<file path="config.mk">
export PLATFORM = sky130hd
export DESIGN_NAME = operand_dispatcher_flat
export DESIGN_NICKNAME = d
export VERILOG_FILES = /design/src/rtl/operand_dispatcher_if.sv /design/src/rtl/operand_dispatcher.sv /design/src/flat_wrapper.sv
export SDC_FILE = /design/constraint.sdc
export NUM_CORES = 1
export LEC_CHECK = 0
export ABC_AREA = 1
export CAP_MARGIN = 20
export CORE_MARGIN = 8
export CORE_UTILIZATION = 45
export DETAILED_ROUTE_END_ITERATION = 10
export HOLD_SLACK_MARGIN = 0.06
export PLACE_DENSITY = 0.68
export SLEW_MARGIN = 20
export SYNTH_ARGS = -nofsm -noshare
export SYNTH_HDL_FRONTEND = slang
export SYNTH_SLANG_ARGS = --single-unit
</file>
<file path="constraint.sdc">
create_clock -name clk -period 3.1 [get_ports clk]
set_input_delay 0.31 -clock clk [delete_from_list [all_inputs] [get_ports clk]]
set_output_delay 0.31 -clock clk [all_outputs]
set_load 0.02 [all_outputs]
</file>
<file path="src/rtl/operand_dispatcher_if.sv">
// Bundle between a pair producer, the dispatcher, the arithmetic core and the result consumer.
// The slave modport is the dispatcher's view; the master modport is the environment's view.
interface operand_dispatcher_if;
  logic       in_valid;
  logic       in_ready;
  logic [7:0] in_a;
  logic [7:0] in_b;
  logic       start;
  logic [7:0] op_a;
  logic [7:0] op_b;
  logic [7:0] core_result;
  logic       res_valid;
  logic [7:0] res_data;
  logic       busy;

  modport slave (
    input  in_valid, in_a, in_b, core_result,
    output in_ready, start, op_a, op_b, res_valid, res_data, busy
  );

  modport master (
    output in_valid, in_a, in_b, core_result,
    input  in_ready, start, op_a, op_b, res_valid, res_data, busy
  );
endinterface

</file>
<file path="src/rtl/operand_dispatcher.sv">
// FIFO-buffered issue stage that sequences a handshake-less signed-arithmetic core by fixed latency.
// Optional macro OPERAND_HOLD_EN: op_a/op_b keep the last issued pair until the next issue.
module operand_dispatcher #(
  parameter int DEPTH     = 4,
  parameter int OP_CYCLES = 8
) (
  input logic                 clk,
  input logic                 rst,
  operand_dispatcher_if.slave bus
);
  localparam int AW = $clog2(DEPTH);
  localparam int CW = $clog2(OP_CYCLES);
  localparam logic [AW:0]   C_FULL = (AW+1)'(DEPTH);
  localparam logic [CW-1:0] C_LOAD = CW'(OP_CYCLES - 1);

  typedef enum logic [1:0] {S_IDLE, S_ISSUE, S_RUN, S_CAPTURE} state_t;

  state_t        r_state;
  state_t        w_state_next;
  logic [15:0]   r_mem [DEPTH];
  logic [AW-1:0] r_wr_ptr;
  logic [AW-1:0] r_rd_ptr;
  logic [AW:0]   r_count;
  logic [AW:0]   w_count_next;
  logic [CW-1:0] r_cnt;
  logic          r_in_ready;
  logic          r_start;
  logic          r_res_valid;
  logic          r_busy;
  logic [7:0]    r_op_a;
  logic [7:0]    r_op_b;
  logic [7:0]    r_res_data;
  logic [15:0]   w_head;
  logic          w_push;
  logic          w_pop;
  logic          w_issue;
  logic          w_run;
  logic          w_capture;
  logic          w_busy_next;

  assign w_push = bus.in_valid && r_in_ready;
  assign w_pop  = w_issue && (r_count != '0);
  assign w_head = r_mem[r_rd_ptr];

  always_comb begin
    w_count_next = r_count;
    case ({w_push, w_pop})
      2'b10:   w_count_next = r_count + (AW+1)'(1);
      2'b01:   w_count_next = r_count - (AW+1)'(1);
      default: w_count_next = r_count;
    endcase
  end

  always_ff @(posedge clk) begin
    if (w_push && !rst) begin
      r_mem[r_wr_ptr] <= {bus.in_a, bus.in_b};
    end
  end

  // in_ready comes from the next occupancy, so a pop never opens the input in its own cycle
  always_ff @(posedge clk) begin
    if (rst) begin
      r_wr_ptr   <= '0;
      r_rd_ptr   <= '0;
      r_count    <= '0;
      r_in_ready <= 1'b1;
    end else begin
      if (w_push) r_wr_ptr <= r_wr_ptr + AW'(1);
      if (w_pop)  r_rd_ptr <= r_rd_ptr + AW'(1);
      r_count    <= w_count_next;
      r_in_ready <= (w_count_next != C_FULL);
    end
  end

  always_ff @(posedge clk) begin
    if (rst) begin
      r_state <= S_IDLE;
    end else begin
      r_state <= w_state_next;
    end
  end

  always_comb begin
    w_state_next = r_state;
    case (r_state)
      S_IDLE:    if (r_count != '0) w_state_next = S_ISSUE;
      S_ISSUE:   w_state_next = S_RUN;
      S_RUN:     if (r_cnt == '0) w_state_next = S_CAPTURE;
      S_CAPTURE: w_state_next = S_IDLE;
      default:   w_state_next = S_IDLE;
    endcase
  end

  always_comb begin
    w_issue     = (r_state == S_ISSUE);
    w_run       = (r_state == S_RUN);
    w_capture   = (r_state == S_CAPTURE);
    w_busy_next = (w_state_next != S_IDLE);
  end

  always_ff @(posedge clk) begin
    if (rst) begin
      r_cnt <= '0;
    end else if (w_issue) begin
      r_cnt <= C_LOAD;
    end else if (w_run && (r_cnt != '0)) begin
      r_cnt <= r_cnt - CW'(1);
    end
  end

  // Outputs lag the state by one cycle; the core result is sampled during CAPTURE
  always_ff @(posedge clk) begin
    if (rst) begin
      r_start     <= 1'b0;
      r_op_a      <= '0;
      r_op_b      <= '0;
      r_res_valid <= 1'b0;
      r_res_data  <= '0;
      r_busy      <= 1'b0;
    end else begin
      r_start     <= w_issue;
      r_res_valid <= w_capture;
      r_busy      <= w_busy_next;
      if (w_capture) r_res_data <= bus.core_result;
      if (w_issue) begin
        r_op_a <= w_head[15:8];
        r_op_b <= w_head[7:0];
      end else begin
`ifdef OPERAND_HOLD_EN
        r_op_a <= r_op_a;
        r_op_b <= r_op_b;
`else
        r_op_a <= '0;
        r_op_b <= '0;
`endif
      end
    end
  end

  assign bus.in_ready  = r_in_ready;
  assign bus.start     = r_start;
  assign bus.op_a      = r_op_a;
  assign bus.op_b      = r_op_b;
  assign bus.res_valid = r_res_valid;
  assign bus.res_data  = r_res_data;
  assign bus.busy      = r_busy;
endmodule

</file>
<file path="src/flat_wrapper.sv">
// flat-port wrapper written by rule: the top's interface ports become plain ports
module operand_dispatcher_flat 
#(
  parameter int DEPTH     = 4,
  parameter int OP_CYCLES = 8
)
  (clk, rst, bus_in_valid, bus_in_a, bus_in_b, bus_core_result, bus_in_ready, bus_start, bus_op_a, bus_op_b, bus_res_valid, bus_res_data, bus_busy);
  operand_dispatcher_if bus_i ();
  input logic clk;
  input logic rst;
  input wire logic [$bits(bus_i.in_valid)-1:0] bus_in_valid;
  input wire logic [$bits(bus_i.in_a)-1:0] bus_in_a;
  input wire logic [$bits(bus_i.in_b)-1:0] bus_in_b;
  input wire logic [$bits(bus_i.core_result)-1:0] bus_core_result;
  output wire logic [$bits(bus_i.in_ready)-1:0] bus_in_ready;
  output wire logic [$bits(bus_i.start)-1:0] bus_start;
  output wire logic [$bits(bus_i.op_a)-1:0] bus_op_a;
  output wire logic [$bits(bus_i.op_b)-1:0] bus_op_b;
  output wire logic [$bits(bus_i.res_valid)-1:0] bus_res_valid;
  output wire logic [$bits(bus_i.res_data)-1:0] bus_res_data;
  output wire logic [$bits(bus_i.busy)-1:0] bus_busy;
  assign bus_i.in_valid = bus_in_valid;
  assign bus_i.in_a = bus_in_a;
  assign bus_i.in_b = bus_in_b;
  assign bus_i.core_result = bus_core_result;
  assign bus_in_ready = bus_i.in_ready;
  assign bus_start = bus_i.start;
  assign bus_op_a = bus_i.op_a;
  assign bus_op_b = bus_i.op_b;
  assign bus_res_valid = bus_i.res_valid;
  assign bus_res_data = bus_i.res_data;
  assign bus_busy = bus_i.busy;
  operand_dispatcher #(.DEPTH(DEPTH), .OP_CYCLES(OP_CYCLES)) u_core (.clk(clk), .rst(rst), .bus(bus_i));
endmodule
</file>
=== After elaboration in Yosys (flattened, before gate mapping) ===
Memory sizes are Yosys's and may differ from the RTL's. A register that Yosys moved wholly into a read port is not among the register bits.
Cells that the tools add are included.

* Add/sub/neg operators: 5
* Equality and inequality tests: 6
* Multiplexer cells: 8
* Bitwise operators: 1
* Reduce and logical (&&, ||, !) cells: 12

{| class="wikitable"
|+ Operators with widths
! operator !! number
|-
| one-hot mux 2 bit (4 select lines) || 1
|-
| equality test 2 bit, second input constant || 3
|-
| two-way mux 3 bit || 2
|-
| one-hot mux 3 bit (2 select lines) || 1
|-
| nonzero test 3 bit || 2
|-
| subtractor 3 x 1 -> 3 bit, second input constant || 2
|-
| adder 2 x 1 -> 2 bit, second input constant || 2
|-
| equality test 2 x 1 -> 1 bit, second input constant || 2
|-
| logical AND 1 bit || 4
|-
| two-way mux 2 bit || 2
|-
| nonzero test 2 bit || 2
|-
| adder 3 x 1 -> 3 bit, second input constant || 1
|-
| zero test 3 bit || 1
|-
| inequality test 3 bit, second input constant || 1
|-
| zero test 2 bit || 1
|-
| two-way mux 1 bit || 2
|-
| OR reduction 2 bit || 1
|-
| zero test 1 bit || 1
|-
| NOT 1 bit || 1
|}

* Register bits after elaboration: 24
* Memory bits (writable): 64
* Output and inout port bits: 28
* Word-level logic and storage cells: 43
* Memories: 1

{| class="wikitable"
|+ Memories
! memory !! words !! bits a word !! read ports !! clocked after Yosys merged registers in !! wr ports !! RTL line !! RTL
|-
| u_core.r_mem || 4 || 16 || 1 || 1 || 1 || operand_dispatcher.sv:20 || <nowiki>logic [15:0] r_mem [DEPTH];</nowiki>
|}

=== Depth between registers and ports, before layout ===
* Depth after elaboration: 5
* Gate-level depth with buffers: 13

=== Worst setup path after synthesis ===
OpenSTA, ideal clock, no wires.

* Path kind: register -> register
* Start point: register u_core.r_state[1]
* End point: register u_core.r_in_ready, in the netlist u_core.bus.in_ready
* Library setup time: 0.064 ns
* Data arrival time: 1.748 ns
* Path slack: 1.288 ns
* Stages on the path, launching flop included: 11
* Path buffers: 0
* Clock period less this slack: 1.812 ns
* Cell sequence: dfxtp_1 inv_1 ha_1 nand2_1 inv_1 ha_1 inv_1 fa_1 o21ai_0 nor2_1 nand4_1

* Word-level cells in the longest chain between the ends: 5
* Elaborated cells between the ends (all ways): 6
* Those cells by class: eq/ne: 4; mux: 1; reduce/logical: 1

{| class="wikitable"
|+ Ends and longest elaborated chain
! what !! RTL line !! RTL
|-
| from (decl) || operand_dispatcher.sv:18 || <nowiki>state_t r_state;</nowiki>
|-
| from (signal assigned) || operand_dispatcher.sv:79 || <nowiki>r_state <= w_state_next;</nowiki>
|-
| equality test 2 x 1 -> 1 bit * || operand_dispatcher.sv:95 || <nowiki>w_issue = (r_state == S_ISSUE);</nowiki>
|-
| net u_core.w_issue || operand_dispatcher.sv:36 || <nowiki>logic w_issue;</nowiki>
|-
| logical AND 1 bit * || operand_dispatcher.sv:42 || <nowiki>assign w_pop = w_issue && (r_count != '0);</nowiki>
|-
| net u_core.w_pop || operand_dispatcher.sv:35 || <nowiki>logic w_pop;</nowiki>
|-
| equality test 2 x 1 -> 1 bit or equality test 2 bit (tied branches) || operand_dispatcher.sv:47 || <nowiki>case ({w_push, w_pop})</nowiki>
|-
| one-hot mux 3 bit (2 select lines) * || operand_dispatcher.sv:47 ||
|-
| inequality test 3 bit * || operand_dispatcher.sv:71 || <nowiki>r_in_ready <= (w_count_next != C_FULL);</nowiki>
|-
| to (signal assigned) || operand_dispatcher.sv:71 ||
|-
| to (decl) || operand_dispatcher.sv:26 || <nowiki>logic r_in_ready;</nowiki>
|}

The timed path passes the listed nets; every way through them passes the cells marked *.
A chain may end at the register's enable or synchronous reset.

=== Worst setup path in the final report ===
Ends and elaborated chain as after synthesis.

==> flow_summary.ini <==
[logic_synthesis]
synth_warnings = 0
yosysSeqAreaShare = 0.682
netlist_area_um2 = 3990
ys_ff_latch = 104
synth.avg_cell_area_um2 = 11.3
syn_nets = 393
synthCells = 354
synth_cell_types = 22

[critical_path]
startpoint_type = register
worstSetupPathType = register to register
path_max_fanout = 4
critPathArrivalTime_ps = 2310
cp-end-kind = register
critPathRequiredTime_ps = 3410

[sta]
fmax_mhz = 499
clock_skew_ps = 12.4
fin_crit_sh = 0.646
hold_slack_ps = 489
tightest_slew_ps = 829
relSlewSlack = 0.446
setup_violations = 0
rsz0062_at_grt = no
final.setup.tns_ps = 0
hold_viol = 0
drv_slew = 0
period_needed_ps = 2000
setup_ws_ps = 1100

[clocking]
path_clk_slew_ps = 100
hold_buffers = 0
cts_tree = yes
postCtsSetupBuffers = 0
cts_made_buffers = 9
clock-root-buffer = clkbuf_8
clkSinkCount = 104
htree_levels = 3
post_cts_resized = 0
cts_max_path_buffers = 2
clk-insertion-delay-late_ps = 360

[detailed_routing]
drt_pass1_iterations = 5
drc = 0
wire_per_inst_um = 14.1
drtIter0Drc = 76
detail-route-antenna-nets = 0
viasPerCell = 4.86
wl_um = 7430
vias = 2556

[power_and_ir_drop]
peakVddDrop_mv = 0.295
p_leak_nw = 1.78
powerDensity_nw_per_um2 = 669

[finish]
areaGrowthSynthToFinish_pct = 19.5
fin_cells = 526
seq_area_um2 = 2720
diodes = 0
layout.nets = 452
fillerInstances = 770
drive_gt1_frac = 0.0694
fin_util = 0.550
multiInputGateArea_um2 = 996

[outcome]
run_status = completed

[placement]
dp_cells = 510
dpl.hpwl_um = 4910
gp_congestion = 0.748
io_buffers = 54
pre_cts_slack_ps = 1030

[die]
dieArea_um2 = 12100
die_height_um = 110
initial_utilization = 0.460
dieWidth_um = 110
fp-row-count = 34
io_pins = 55
core_area_um2 = 8680

[hold_path]
hp-class = register to register

[global_routing]
grt_pass1_vias = 2566
grt_pass1_wl_um = 12000
grt_usage = 0.130
antenna_found_initial = 0
grt_max_degree = 35
grt-ovfl-total = 0

[flow_run]
maxCapViolations = 0
per-stage QoR:
step / total power, mW / area, um2
6_report: 3.19 / 4770
4_1_cts: 3.23 / 4770
5_1_grt: 3.38 / 4770
3_3_place_gp: 2.39 / 4570
3_5_place_dp: 2.41 / 4570
2_1_floorplan: 2.20 / 3990
layout by cell type, fill, tap and decap left out:
master	instances
clkinv_4	1
inv_1	25
nand3_1	5
inv_8	1
clkinv_8	1
inv_6	4
fa_1	1
nor2_4	1
clkinvlp_4	1
o21ai_0	19
nand4_1	3
clkdlybuf4s50_1	54
buf_4	7
nor2_1	94
nand2_1	21
dfxtp_1	40
clkbuf_8	10
a31oi_1	1
inv_2	3
ha_1	11
a21oi_1	21
edfxtp_1	64
o21ai_1	29
clkinv_1	1
cell usage after synthesis:
library cell,n,area [um2]
buf_2,2,10.0
nor2_1,94,353
inv_1,25,93.8
inv_6,2,17.5
ha_1,11,138
nand3_1,5,25.0
buf_4,2,15.0
a31oi_1,1,6.26
o21ai_1,29,145
edfxtp_1,64,1920
nand4_1,3,18.8
dfxtp_1,40,801
fa_1,1,20.0
a21oi_1,21,105
nand2_1,21,78.8
buf_8,1,15.0
o21ai_0,19,95.1
clkinv_1,1,3.75
buf_6,6,67.6
buf_12,2,40.0
nor2_4,1,11.3
inv_2,3,11.3
per-layer routing:
metal  part of all wire  routed length (um)  track usage  vias to the layer above
met5                  0                   0            0                        -
met4              0.021                 154       0.0742                        0
met2               0.50                3720        0.216                       42
met1               0.44                3250        0.156                     1203
met3              0.041                 306       0.0227                       11
li1                   -                   -            -                     1300
critical path, stage by stage, from the launching register on:
cell and delay [ps]:
dfxtp_1 360, inv_1 70, ha_1 230, nand2_1 120, inv_1 60, ha_1 200, inv_1 90, fa_1 410
o21ai_0 230, nor2_1 80, nand4_1 90
layout make-up:
cell class,count,area share
clock buffer,10,0.0288
clock inverter,6,0.0128
inverter,31,0.0265
multi-input combinational,206,0.209
sequential,104,0.571
tap,108,0.0283
timing repair buffer,61,0.124
final timing paths:
kind                     start             endpoint  slack [ps]  depth (start not counted)
max          u_core.r_state[1]  u_core.bus.in_ready        1100                         10
min          u_core.r_count[0]    u_core.r_count[0]         490                          2
min reg2reg  u_core.r_count[0]    u_core.r_count[0]         490                          2
max reg2reg  u_core.r_state[1]  u_core.bus.in_ready        1100                         10
kinds of logic (layout without fill, tap and decap cells):
kind of cell / Yosys count / in the layout / share of synthesized area
simple gates: 124 / 124 / 0.122
flops: 104 / 104 / 0.682
compound gates: 70 / 70 / 0.0881
buf+inv: 44 / 108 / 0.0686
fa+ha+maj: 12 / 12 / 0.0395
flip-flops by register name, indices dropped and copies added, names as in the netlist:
signal,count
u_core.r_mem,64
u_core.bus.op_a,8
u_core.bus.op_b,8
u_core.bus.res_data,8
u_core.r_cnt,3
u_core.r_count,3
u_core.r_rd_ptr,2
u_core.r_state,2
u_core.r_wr_ptr,2
u_core.bus.busy,1
u_core.bus.in_ready,1
u_core.bus.res_valid,1
u_core.bus.start,1
power breakdown:
group          internal (mW)  switching (mW)
sequential              1.60          0.0558
combinational          0.282           0.440
clock                  0.334           0.486
No activity file was read; power rests on OpenSTA's default activity.
